--- src/rtl/ibex_dmem_sram_bridge_pkg.sv ---
// Shared types and helpers for the Ibex data-side SRAM bridge.
// Holds the response record carried through the latency pipe and the byte-enable expansion.
package ibex_dmem_bridge_pkg;

    localparam int unsigned SRAM_LAT_MAX = 3;

    // is_write lets write responses return zero data without re-decoding the request.
    typedef struct packed {
        logic valid;
        logic err;
        logic is_write;
    } resp_t;

    function automatic logic [31:0] be_to_mask(input logic [3:0] be);
        logic [31:0] mask;
        mask = '0;
        for (int b = 0; b < 4; b++) begin
            mask[8*b +: 8] = {8{be[b]}};
        end
        return mask;
    endfunction

endpackage

--- src/rtl/ibex_dmem_sram_bridge_if.sv ---
// Core LSU and SRAM-side signal bundle for the data bridge.
// The master modport is the environment (core + arbitrated SRAM); slave is the bridge.
interface ibex_dmem_sram_bridge_if #(
    parameter int unsigned AddrWidth   = 14,
    parameter int unsigned ErrCntWidth = 8
);
    logic                   data_req;
    logic                   data_gnt;
    logic                   data_rvalid;
    logic                   data_we;
    logic [3:0]             data_be;
    logic [31:0]            data_addr;
    logic [31:0]            data_wdata;
    logic [6:0]             data_wdata_intg;
    logic [31:0]            data_rdata;
    logic [6:0]             data_rdata_intg;
    logic                   data_err;

    logic                   sram_req;
    logic                   sram_gnt;
    logic                   sram_we;
    logic [AddrWidth-1:0]   sram_addr;
    logic [31:0]            sram_wmask;
    logic [31:0]            sram_wdata;
    logic [31:0]            sram_rdata;

    logic                   intg_err;
    logic [ErrCntWidth-1:0] err_count;

    modport master (
        output data_req, data_we, data_be, data_addr, data_wdata, data_wdata_intg,
        output sram_gnt, sram_rdata,
        input  data_gnt, data_rvalid, data_rdata, data_rdata_intg, data_err,
        input  sram_req, sram_we, sram_addr, sram_wmask, sram_wdata,
        input  intg_err, err_count
    );

    modport slave (
        input  data_req, data_we, data_be, data_addr, data_wdata, data_wdata_intg,
        input  sram_gnt, sram_rdata,
        output data_gnt, data_rvalid, data_rdata, data_rdata_intg, data_err,
        output sram_req, sram_we, sram_addr, sram_wmask, sram_wdata,
        output intg_err, err_count
    );

endinterface

--- src/rtl/ibex_dmem_resp_pipe.sv ---
// Fixed-depth response shift register; the output stage lines up with SRAM read data.
module ibex_dmem_resp_pipe
    import ibex_dmem_bridge_pkg::*;
#(
    parameter int unsigned Depth = 1
) (
    input  logic  clk_i,
    input  logic  rst_i,
    input  resp_t resp_i,
    output resp_t resp_o
);

    // Depth outside 1..SRAM_LAT_MAX is not a supported SRAM; clamp rather than build nonsense.
    localparam int Stages = (Depth < 1) ? 1 :
                            (Depth > SRAM_LAT_MAX) ? int'(SRAM_LAT_MAX) : int'(Depth);

    resp_t stage_q [Stages];

    always_ff @(posedge clk_i) begin
        if (rst_i) begin
            for (int i = 0; i < Stages; i++) begin
                stage_q[i] <= '0;
            end
        end else begin
            stage_q[0] <= resp_i;
            for (int i = 1; i < Stages; i++) begin
                stage_q[i] <= stage_q[i-1];
            end
        end
    end

    assign resp_o = stage_q[Stages-1];

endmodule

--- src/rtl/prim_secded_inv_39_32_enc.sv ---
// Inverted Hsiao 39/32 SECDED encoder: data passes through, 7 check bits appended.
module prim_secded_inv_39_32_enc (
    input  logic [31:0] data_i,
    output logic [38:0] data_o
);

    logic [6:0] parity;

    assign parity[0] = ^(data_i & 32'h2606_BD25);
    assign parity[1] = ^(data_i & 32'hDEBA_8050);
    assign parity[2] = ^(data_i & 32'h413D_89AA);
    assign parity[3] = ^(data_i & 32'h3123_4ED1);
    assign parity[4] = ^(data_i & 32'hC2C1_323B);
    assign parity[5] = ^(data_i & 32'h2DCC_624C);
    assign parity[6] = ^(data_i & 32'h9850_5586);

    // Inversion keeps the all-zero codeword illegal.
    assign data_o = {parity ^ 7'h2A, data_i};

endmodule

--- src/rtl/ibex_dmem_sram_bridge.sv ---
// Terminates the Ibex LSU req/gnt/rvalid protocol onto one arbitrated single-port SRAM,
// with write-integrity checking, read-integrity generation and in-order error responses.
module ibex_dmem_sram_bridge
    import ibex_dmem_bridge_pkg::*;
#(
    parameter int unsigned AddrWidth   = 14,
    parameter logic [31:0] BaseAddr    = 32'h0010_0000,
    parameter int unsigned SramLatency = 1,
    parameter int unsigned ErrCntWidth = 8
) (
    input  logic                   clk_i,
    input  logic                   rst_i,
    ibex_dmem_sram_bridge_if.slave bus
);

    localparam logic [31:0] WinMask = 32'((64'd4 << AddrWidth) - 64'd1);

    logic                   hit;
    logic                   intg_bad;
    logic                   sram_path;
    logic                   gnt;
    logic                   sram_req;
    logic [38:0]            wdata_enc;
    logic [38:0]            rdata_enc;
    logic [31:0]            rdata_gated;
    resp_t                  resp_in;
    resp_t                  resp_out;
    logic                   rvalid;
    logic                   intg_err_q;
    logic [ErrCntWidth-1:0] err_cnt_q;

    prim_secded_inv_39_32_enc u_wdata_enc (
        .data_i (bus.data_wdata),
        .data_o (wdata_enc)
    );

    assign hit       = (bus.data_addr & ~WinMask) == BaseAddr;
    assign intg_bad  = hit & bus.data_we &
                       (wdata_enc != {bus.data_wdata_intg, bus.data_wdata});
    assign sram_path = hit & ~intg_bad;

    // Misses and corrupted writes are granted locally so the SRAM never sees them.
    always_comb begin
        gnt      = 1'b0;
        sram_req = 1'b0;
        if (!rst_i && bus.data_req) begin
            if (sram_path) begin
                sram_req = 1'b1;
                gnt      = bus.sram_gnt;
            end else begin
                gnt      = 1'b1;
            end
        end
    end

    assign bus.data_gnt   = gnt;
    assign bus.sram_req   = sram_req;
    assign bus.sram_we    = bus.data_we;
    assign bus.sram_addr  = bus.data_addr[AddrWidth+1:2];
    assign bus.sram_wmask = be_to_mask(bus.data_be);
    assign bus.sram_wdata = bus.data_wdata;

    assign resp_in = gnt ? '{valid: 1'b1, err: ~sram_path, is_write: bus.data_we} : '0;

    ibex_dmem_resp_pipe #(
        .Depth (SramLatency)
    ) u_resp_pipe (
        .clk_i  (clk_i),
        .rst_i  (rst_i),
        .resp_i (resp_in),
        .resp_o (resp_out)
    );

    // Gating with reset keeps a response that is mid-flight from leaking out in the reset cycle.
    assign rvalid      = resp_out.valid & ~rst_i;
    assign rdata_gated = (resp_out.err | resp_out.is_write) ? 32'h0 : bus.sram_rdata;

    prim_secded_inv_39_32_enc u_rdata_enc (
        .data_i (rdata_gated),
        .data_o (rdata_enc)
    );

    assign bus.data_rvalid     = rvalid;
    assign bus.data_err        = resp_out.err;
    assign bus.data_rdata      = rdata_enc[31:0];
    assign bus.data_rdata_intg = rdata_enc[38:32];

    always_ff @(posedge clk_i) begin
        if (rst_i) begin
            intg_err_q <= 1'b0;
            err_cnt_q  <= '0;
        end else begin
            intg_err_q <= gnt & intg_bad;
            if (rvalid && resp_out.err && (err_cnt_q != '1)) begin
                err_cnt_q <= err_cnt_q + 1'b1;
            end
        end
    end

    assign bus.intg_err  = rst_i ? 1'b0 : intg_err_q;
    assign bus.err_count = rst_i ? '0 : err_cnt_q;

endmodule
--- src/flat_wrapper.sv ---
// flat-port wrapper written by rule: the top's interface ports become plain ports
module ibex_dmem_sram_bridge_flat import ibex_dmem_bridge_pkg::*;
#(
    parameter int unsigned AddrWidth   = 14,
    parameter logic [31:0] BaseAddr    = 32'h0010_0000,
    parameter int unsigned SramLatency = 1,
    parameter int unsigned ErrCntWidth = 8
)
  (clk_i, rst_i, bus_data_req, bus_data_we, bus_data_be, bus_data_addr, bus_data_wdata, bus_data_wdata_intg, bus_sram_gnt, bus_sram_rdata, bus_data_gnt, bus_data_rvalid, bus_data_rdata, bus_data_rdata_intg, bus_data_err, bus_sram_req, bus_sram_we, bus_sram_addr, bus_sram_wmask, bus_sram_wdata, bus_intg_err, bus_err_count);
  ibex_dmem_sram_bridge_if #(.AddrWidth(AddrWidth), .ErrCntWidth(ErrCntWidth)) bus_i ();
  input  logic clk_i;
  input  logic rst_i;
  input wire logic [$bits(bus_i.data_req)-1:0] bus_data_req;
  input wire logic [$bits(bus_i.data_we)-1:0] bus_data_we;
  input wire logic [$bits(bus_i.data_be)-1:0] bus_data_be;
  input wire logic [$bits(bus_i.data_addr)-1:0] bus_data_addr;
  input wire logic [$bits(bus_i.data_wdata)-1:0] bus_data_wdata;
  input wire logic [$bits(bus_i.data_wdata_intg)-1:0] bus_data_wdata_intg;
  input wire logic [$bits(bus_i.sram_gnt)-1:0] bus_sram_gnt;
  input wire logic [$bits(bus_i.sram_rdata)-1:0] bus_sram_rdata;
  output wire logic [$bits(bus_i.data_gnt)-1:0] bus_data_gnt;
  output wire logic [$bits(bus_i.data_rvalid)-1:0] bus_data_rvalid;
  output wire logic [$bits(bus_i.data_rdata)-1:0] bus_data_rdata;
  output wire logic [$bits(bus_i.data_rdata_intg)-1:0] bus_data_rdata_intg;
  output wire logic [$bits(bus_i.data_err)-1:0] bus_data_err;
  output wire logic [$bits(bus_i.sram_req)-1:0] bus_sram_req;
  output wire logic [$bits(bus_i.sram_we)-1:0] bus_sram_we;
  output wire logic [$bits(bus_i.sram_addr)-1:0] bus_sram_addr;
  output wire logic [$bits(bus_i.sram_wmask)-1:0] bus_sram_wmask;
  output wire logic [$bits(bus_i.sram_wdata)-1:0] bus_sram_wdata;
  output wire logic [$bits(bus_i.intg_err)-1:0] bus_intg_err;
  output wire logic [$bits(bus_i.err_count)-1:0] bus_err_count;
  assign bus_i.data_req = bus_data_req;
  assign bus_i.data_we = bus_data_we;
  assign bus_i.data_be = bus_data_be;
  assign bus_i.data_addr = bus_data_addr;
  assign bus_i.data_wdata = bus_data_wdata;
  assign bus_i.data_wdata_intg = bus_data_wdata_intg;
  assign bus_i.sram_gnt = bus_sram_gnt;
  assign bus_i.sram_rdata = bus_sram_rdata;
  assign bus_data_gnt = bus_i.data_gnt;
  assign bus_data_rvalid = bus_i.data_rvalid;
  assign bus_data_rdata = bus_i.data_rdata;
  assign bus_data_rdata_intg = bus_i.data_rdata_intg;
  assign bus_data_err = bus_i.data_err;
  assign bus_sram_req = bus_i.sram_req;
  assign bus_sram_we = bus_i.sram_we;
  assign bus_sram_addr = bus_i.sram_addr;
  assign bus_sram_wmask = bus_i.sram_wmask;
  assign bus_sram_wdata = bus_i.sram_wdata;
  assign bus_intg_err = bus_i.intg_err;
  assign bus_err_count = bus_i.err_count;
  ibex_dmem_sram_bridge #(.AddrWidth(AddrWidth), .BaseAddr(BaseAddr), .SramLatency(SramLatency), .ErrCntWidth(ErrCntWidth)) u_core (.clk_i(clk_i), .rst_i(rst_i), .bus(bus_i));
endmodule
--- config.mk ---
export PLATFORM = sky130hd
export DESIGN_NAME = ibex_dmem_sram_bridge_flat
export DESIGN_NICKNAME = d
export VERILOG_FILES = /design/src/rtl/ibex_dmem_sram_bridge_pkg.sv /design/src/rtl/ibex_dmem_sram_bridge_if.sv /design/src/rtl/ibex_dmem_resp_pipe.sv /design/src/rtl/prim_secded_inv_39_32_enc.sv /design/src/rtl/ibex_dmem_sram_bridge.sv /design/src/flat_wrapper.sv
export SDC_FILE = /design/constraint.sdc
export NUM_CORES = 1
export LEC_CHECK = 0
export CAP_MARGIN = 20
export CORE_ASPECT_RATIO = 1.5
export CORE_MARGIN = 2
export CORE_UTILIZATION = 33
export DETAILED_ROUTE_END_ITERATION = 10
export PLACE_DENSITY = 0.84
export SYNTH_ARGS = -nofsm -noshare
export SYNTH_HDL_FRONTEND = slang
export SYNTH_SLANG_ARGS = --single-unit
--- constraint.sdc ---
create_clock -name clk_i -period 3.3 [get_ports clk_i]
set_input_delay 0.495 -clock clk_i [delete_from_list [all_inputs] [get_ports clk_i]]
set_output_delay 0.495 -clock clk_i [all_outputs]
set_load 0.1 [all_outputs]
==> results.md, run 1 <==
* Final count of pins violating max slew at 0
* Sink Count at 12
* Post-synthesis cell type count at 31
* Pre-CTS setup slack at -0.173 ns
* Worst hold stages at 2
* Multi-input logic area at 2080 µm²
* Routed Antenna Nets at 0
* Synthesized instance count at 331
* Root Driver: clkbuf_16
* Sw Share at 0.539
* Ratio of cells with drive above 1 in the final layout at 0.327
* First-pass GRT wire length at 12,300 µm
* Die X at 78.8 µm
* I/O pin count at 243
* Worst-Margin Slew at 0.461 ns
* Fin Setup TNS at 0 ns
* Gr ovfl total at 0
* FF/Latch Area at 240 µm²
* Hold slack at 0.505 ns
* DRC at 0
* Ys flop type: dfxtp_1
* CP Class: primary input to output pin
* Reg2Reg Depth at 6
* Max-Slew Margin vs Limit at 0.690
* Crit path arrival time at 2.69 ns
* Non-Filler Instances at 560
* CTS tree: built
* Inst Count DP at 553
* HP Class: flop to flop
* RePlAce Congestion at 0.750
* Post-synth top area cell: xnor2_1
* Clock buffer count from CTS at 3
* Final instance area at 4440 µm²
* Comb power frac at 0.819
* Syn_nets at 444
* Ys Warns at 0
* Die area at 9150 µm²
* Vias in the first global route at 2,597
* Antenna cell count at 0
* Nets at 569
* Port buffer count at 176
* Int Pwr at 1.00 mW
* Setup-failing EPs final at 0
* Hpwl dp at 7000 µm
* Clk pwr share at 0.112
* Core box area at 8060 µm²
* Clock skew at 0.00438 ns
* Area growth syn-to-layout at 60.3%
* Reg power frac at 0.069
* Initial antenna violation count at 0
* Setup WS post-layout at 0.118 ns
* Post-synth ARST share at 0
* Max Freq at 314 MHz
* Syn Std Cell Area at 2770 µm²
* Die Ht at 116 µm
* H-tree depth at 1
* Top post-synthesis cells by area: xnor2_1, buf_4, dfxtp_1
* Top cells by count, synth: xnor2_1, buf_4, and2_1
* CTS hold repair buffers at 0
* Worst setup EP type: output pin
* Sequential share of the synthesized area at 0.0868
* Cell area after placement at 4200 µm²
* Global Route Usage Sum at 0.169
* Tot Pwr at 2.17 mW
* Worst setup SP type: primary input
* Fillers at 701
* Fin crit period at 3.18 ns
* Switching power at 1.17 mW
* Average wire per standard cell at 14.1 µm
* DR pass1 iterations at 4
* Vias per cell at 4.43
* RSZ-0062 raised after global routing: false
* Row cnt at 40
* Flip-flop and latch count after synthesis at 12
* Final Cycle Share at 0.964
* Status: completed
* Largest net degree at the start of global routing at 36
* Fin util at 0.551
* Post-synth EDFFs at 0
* Initial drt markers at 59
* Synth Area per Inst at 8.36 µm²
* Drt total wl at 7900 µm
* Final count of hold timing violations at 0
* Vias at 2,481
* Initial core utilization at 0.343
* Synth top area share at 0.339
* Data required, critical path at 2.80 ns
* Clock buffer depth at 2
* Worst skew pair latency at 0.24 ns
* Crit-path max FO at 3
* Max Cap Viol at 0
* LEAKAGE at 1.92 nW
* Count leader, synth: xnor2_1
* Reg clk slew, reported paths at 0.04 ns
* Maximum vdd drop at 0.000319 V
* Pwr Density at 490 nW/µm²
[critical path, stage by stage]
cell	delay (ns)
clkdlybuf4s15_2	0.21
buf_4	0.15
xnor2_2	0.13
xnor2_1	0.17
xnor3_1	0.45
and3_1	0.22
o22ai_2	0.23
o41ai_4	0.09
buf_4	0.17
a21oi_4	0.17
buf_12	0.19
[layer usage]
layer  global-route usage  part of all wire  vias up
met1                0.161              0.33     1107
met2                0.343              0.56      150
li1                     -                 -     1218
met4               0.0526             0.016        0
met3               0.0464             0.086        6
met5                    0                 0        -
[logic make-up after synthesis]
logic type      count (synthesis)  share of synthesized area
fa+ha+maj                       1                    0.00452
compound gates                 11                     0.0326
flops                          12                     0.0868
buf+inv                        85                      0.222
mux                             1                    0.00362
xor+xnor                      140                      0.476
simple gates                   81                      0.174
[final timing paths]
| kind | start | endpoint | slack (ns) |
|---|---|---|---|
| setup / recovery | bus_data_wdata[26] | bus_data_gnt | 0.12 |
| setup reg to reg | u_core.err_cnt_q[0] | u_core.err_cnt_q[5] | 1.62 |
| hold / removal | u_core.err_cnt_q[7] | u_core.err_cnt_q[7] | 0.51 |
| hold reg to reg | u_core.err_cnt_q[7] | u_core.err_cnt_q[7] | 0.51 |
[flip-flops by register name, indices dropped and copies added (netlist names)]
| register | flops |
|---|---|
| u_core.err_cnt_q | 8 |
| u_core.u_resp_pipe.stage_q | 3 |
| u_core.intg_err_q | 1 |
[power groups by stage]
stage | registers, mW | logic, mW | clock network, mW
floorplan | 0.157 | 1.50 | 0
global placement | 0.153 | 1.74 | 0
detailed placement | 0.153 | 1.76 | 0
CTS | 0.150 | 1.79 | 0.250
global route | 0.151 | 1.85 | 0.259
finish | 0.150 | 1.78 | 0.244
[cell type report]
class	count	area share
multi-input combinational	234	0.468
tap	105	0.0296
timing repair buffer	204	0.427
sequential	12	0.0541
clock buffer	4	0.0200
inverter	1	0.000846
[cell usage in the layout (no fill, tap or decap), types with 2 or more instances in the layout]
master           instances
buf_4                  101
xnor2_1                 96
clkdlybuf4s50_1         64
and2_1                  32
xor2_1                  20
dlygate4sd2_1           19
xnor2_2                 15
buf_12                  12
dfxtp_1                 12
nor2b_1                 10
nor2_1                   8
nor3_2                   6
nand2_1                  5
a21oi_1                  5
dlymetal6s2s_1           5
nor4_1                   4
nand4_1                  4
xor2_2                   4
xnor3_1                  4
and3_1                   3
clkbuf_16                3
o21ai_0                  2
or3_1                    2
[timing repair]
action,CTS,global route
hold endpoints to repair,0,0
setup endpoints to repair,2,2
buffers inserted,3,0
pin swaps,23,13
resized for setup,38,12
Note: power is estimated with default switching activity, not from simulation.
==> run 2: changes to the inputs <==
--- a/config.mk
+++ b/config.mk
@@ -6,8 +6,6 @@
 export NUM_CORES = 1
 export LEC_CHECK = 0
 export CAP_MARGIN = 20
-export CORE_ASPECT_RATIO = 1.5
-export CORE_MARGIN = 2
 export CORE_UTILIZATION = 33
 export DETAILED_ROUTE_END_ITERATION = 10
 export PLACE_DENSITY = 0.84
==> run 2 against run 1 <==
Worst hold slack improved by 0.0027 ns. Utilization decreased by 1.1 points. Clock skew increased by 0.00088 ns. Count of clock-buffer cells in the layout unchanged. Largest power group unchanged. Highest routed layer unchanged.
==> results.md, run 2 (synthesis results as in run 1) <==
* Status: completed
* Initial drt markers at 32 (-46%)
* Average wire per standard cell at 14.3 µm (+1.1%)
* Fin Setup TNS at 0 ns (unchanged)
* Initial antenna violation count at 0 (unchanged)
* H-tree depth at 1 (unchanged)
* Worst setup EP type: output pin
* Data required, critical path at 2.80 ns (about the same)
* Gr ovfl total at 0 (unchanged)
* Met2 wire length at 4310 µm (-3.3%)
* Inst Count DP at 550 (-0.54%)
* Max Freq at 311 MHz (-0.94%)
* Max Cap Viol at 0 (unchanged)
* Max reg flops at 8 (unchanged)
* DR pass1 iterations at 3 (-1)
* RePlAce Congestion at 0.872 (+16%)
* Non-Filler Instances at 555 (-0.89%)
* LEAKAGE at 1.88 nW (-2.1%)
* Die Ht at 93.6 µm (-19%)
* Core box area at 8180 µm² (+1.5%)
* Die area at 8760 µm² (-4.3%)
* Final count of pins violating max slew at 0 (unchanged)
* Clock skew at 0.00527 ns (+0.000885 ns)
* Max-Slew Margin vs Limit at 0.705 (+0.0145)
* Crit-path max FO at 2 (-1)
* Final instance area at 4410 µm² (-0.51%)
* Worst skew pair latency at 0.24 ns (about the same)
* DRC at 0 (unchanged)
* Vias per cell at 4.45 (+0.33%)
* Uppermost layer routed: met4
* Hold slack at 0.508 ns (+0.00265 ns)
* Setup-failing EPs final at 0 (unchanged)
* Row cnt at 33 (-18%)
* Maximum vdd drop at 0.000227 V (-29%)
* I/O pin count at 243 (unchanged)
* Initial core utilization at 0.339 (-0.00494)
* Root Driver: clkbuf_8
* Die X at 93.6 µm (+19%)
* HP Class: flop to flop
* Crit path arrival time at 2.72 ns (+0.03 ns)
* Antenna cell count at 0 (unchanged)
* Global Route Usage Sum at 0.174 (+0.00495)
* Worst setup SP type: primary input
* Commonest non-fill, non-tap cell in the layout: xnor2_1
* Top Registers: u_core.err_cnt_q x8, u_core.u_resp_pipe.stage_q x3, u_core.intg_err_q x1
* Worst-Margin Slew at 0.439 ns (-0.0215 ns)
* Routed Antenna Nets at 0 (unchanged)
* Met1 WL at 2810 µm (+6.4%)
* Clock buffer count from CTS at 3 (unchanged)
* Biggest register: u_core.err_cnt_q
* Pwr Density at 477 nW/µm² (-2.7%)
* Vias at 2,467 (-0.56%)
* Hpwl dp at 6830 µm (-2.5%)
* Clock buffer depth at 2 (unchanged)
* Drt total wl at 7920 µm (+0.24%)
* Ratio of cells with drive above 1 in the final layout at 0.322 (-0.00525)
* Reg clk slew, reported paths at 0.06 ns (+0.02 ns)
* Most frequent cells in the layout: xnor2_1, buf_4, clkdlybuf4s50_1
* Final count of hold timing violations at 0 (unchanged)
* Port buffer count at 176 (unchanged)
* Cell area after placement at 4260 µm² (+1.2%)
* Fin crit period at 3.21 ns (+0.0302 ns)
* CTS tree: built
* Nets at 564 (-0.88%)
* Vias in the first global route at 2,401 (-7.5%)
* Largest net degree at the start of global routing at 36 (unchanged)
* CTS hold repair buffers at 0 (unchanged)
* Met3 wire len at 737 µm (+8.9%)
* Final Cycle Share at 0.973 (+0.00914)
* CP Class: primary input to output pin
* First-pass GRT wire length at 11,800 µm (-3.9%)
* Sink Count at 12 (unchanged)
* Area growth syn-to-layout at 59.5%
[run 2: cell types whose count changed in the layout (fill, tap and decap cells not counted), sizes merged]
cell | previous run | this run
dlymetal6s2s | 5 | 3
clkdlybuf4s15 | 2 | 1
buf | 113 | 109
clkbuf | 5 | 6
dlygate4sd2 | 19 | 20
[run 2: repair_timing]
action	4_1_cts	5_1_grt
pin swaps	22	11
resized for setup	38	15
hold endpoints to repair	0	0
setup buffers	0	1
setup endpoints to repair	2	2
[run 2: critical path: stages]
cell and delay, ns:
clkdlybuf4s50_1 0.49, xor2_1 0.21, xnor2_1 0.15, xnor3_1 0.28
nor3_2 0.19, o22ai_2 0.13, o41ai_4 0.26, nor3b_4 0.30
buf_12 0.21
[run 2: cell type report]
cell class	instances	area, µm²
fillers	711	3760
multi-input cells	234	2070
repair buffers	199	1920
flip-flops and latches	12	240
well taps	105	131
clock buffers	4	55.1
inverters	1	3.75
[run 2: report_power, final]
part / switching (mW) / internal, mW
clock network: 0.0561 / 0.105
logic: 1.11 / 0.686
registers: 0.00310 / 0.147
total: 1.17 / 0.938
[run 2: final timing paths]
| kind | start | to | slack, ns | cells past startpoint |
|---|---|---|---|---|
| min reg2reg | u_core.err_cnt_q[7] | u_core.err_cnt_q[7] | 0.51 | 2 |
| min | u_core.err_cnt_q[7] | u_core.err_cnt_q[7] | 0.51 | 2 |
| max reg2reg | u_core.err_cnt_q[0] | u_core.err_cnt_q[5] | 1.58 | 6 |
| max | bus_data_wdata[10] | bus_sram_req | 0.09 | 9 |
[run 2: layer usage]
layer,global-route usage,up-vias
li1,-,1206
met1,0.184,1101
met2,0.349,154
met3,0.0407,6
met4,0.0256,0
met5,0,-
[run 2: per-stage QoR]
step	worst slack (ns)	util	power [mW]
3_3_place_gp	-0.110	0.521	1.90
3_5_place_dp	-0.128	0.521	1.91
2_1_floorplan	0.0992	-	1.65
4_1_cts	0.00329	0.532	2.09
5_1_grt	-0.0103	0.540	2.19
6_report	0.0883	0.540	2.11
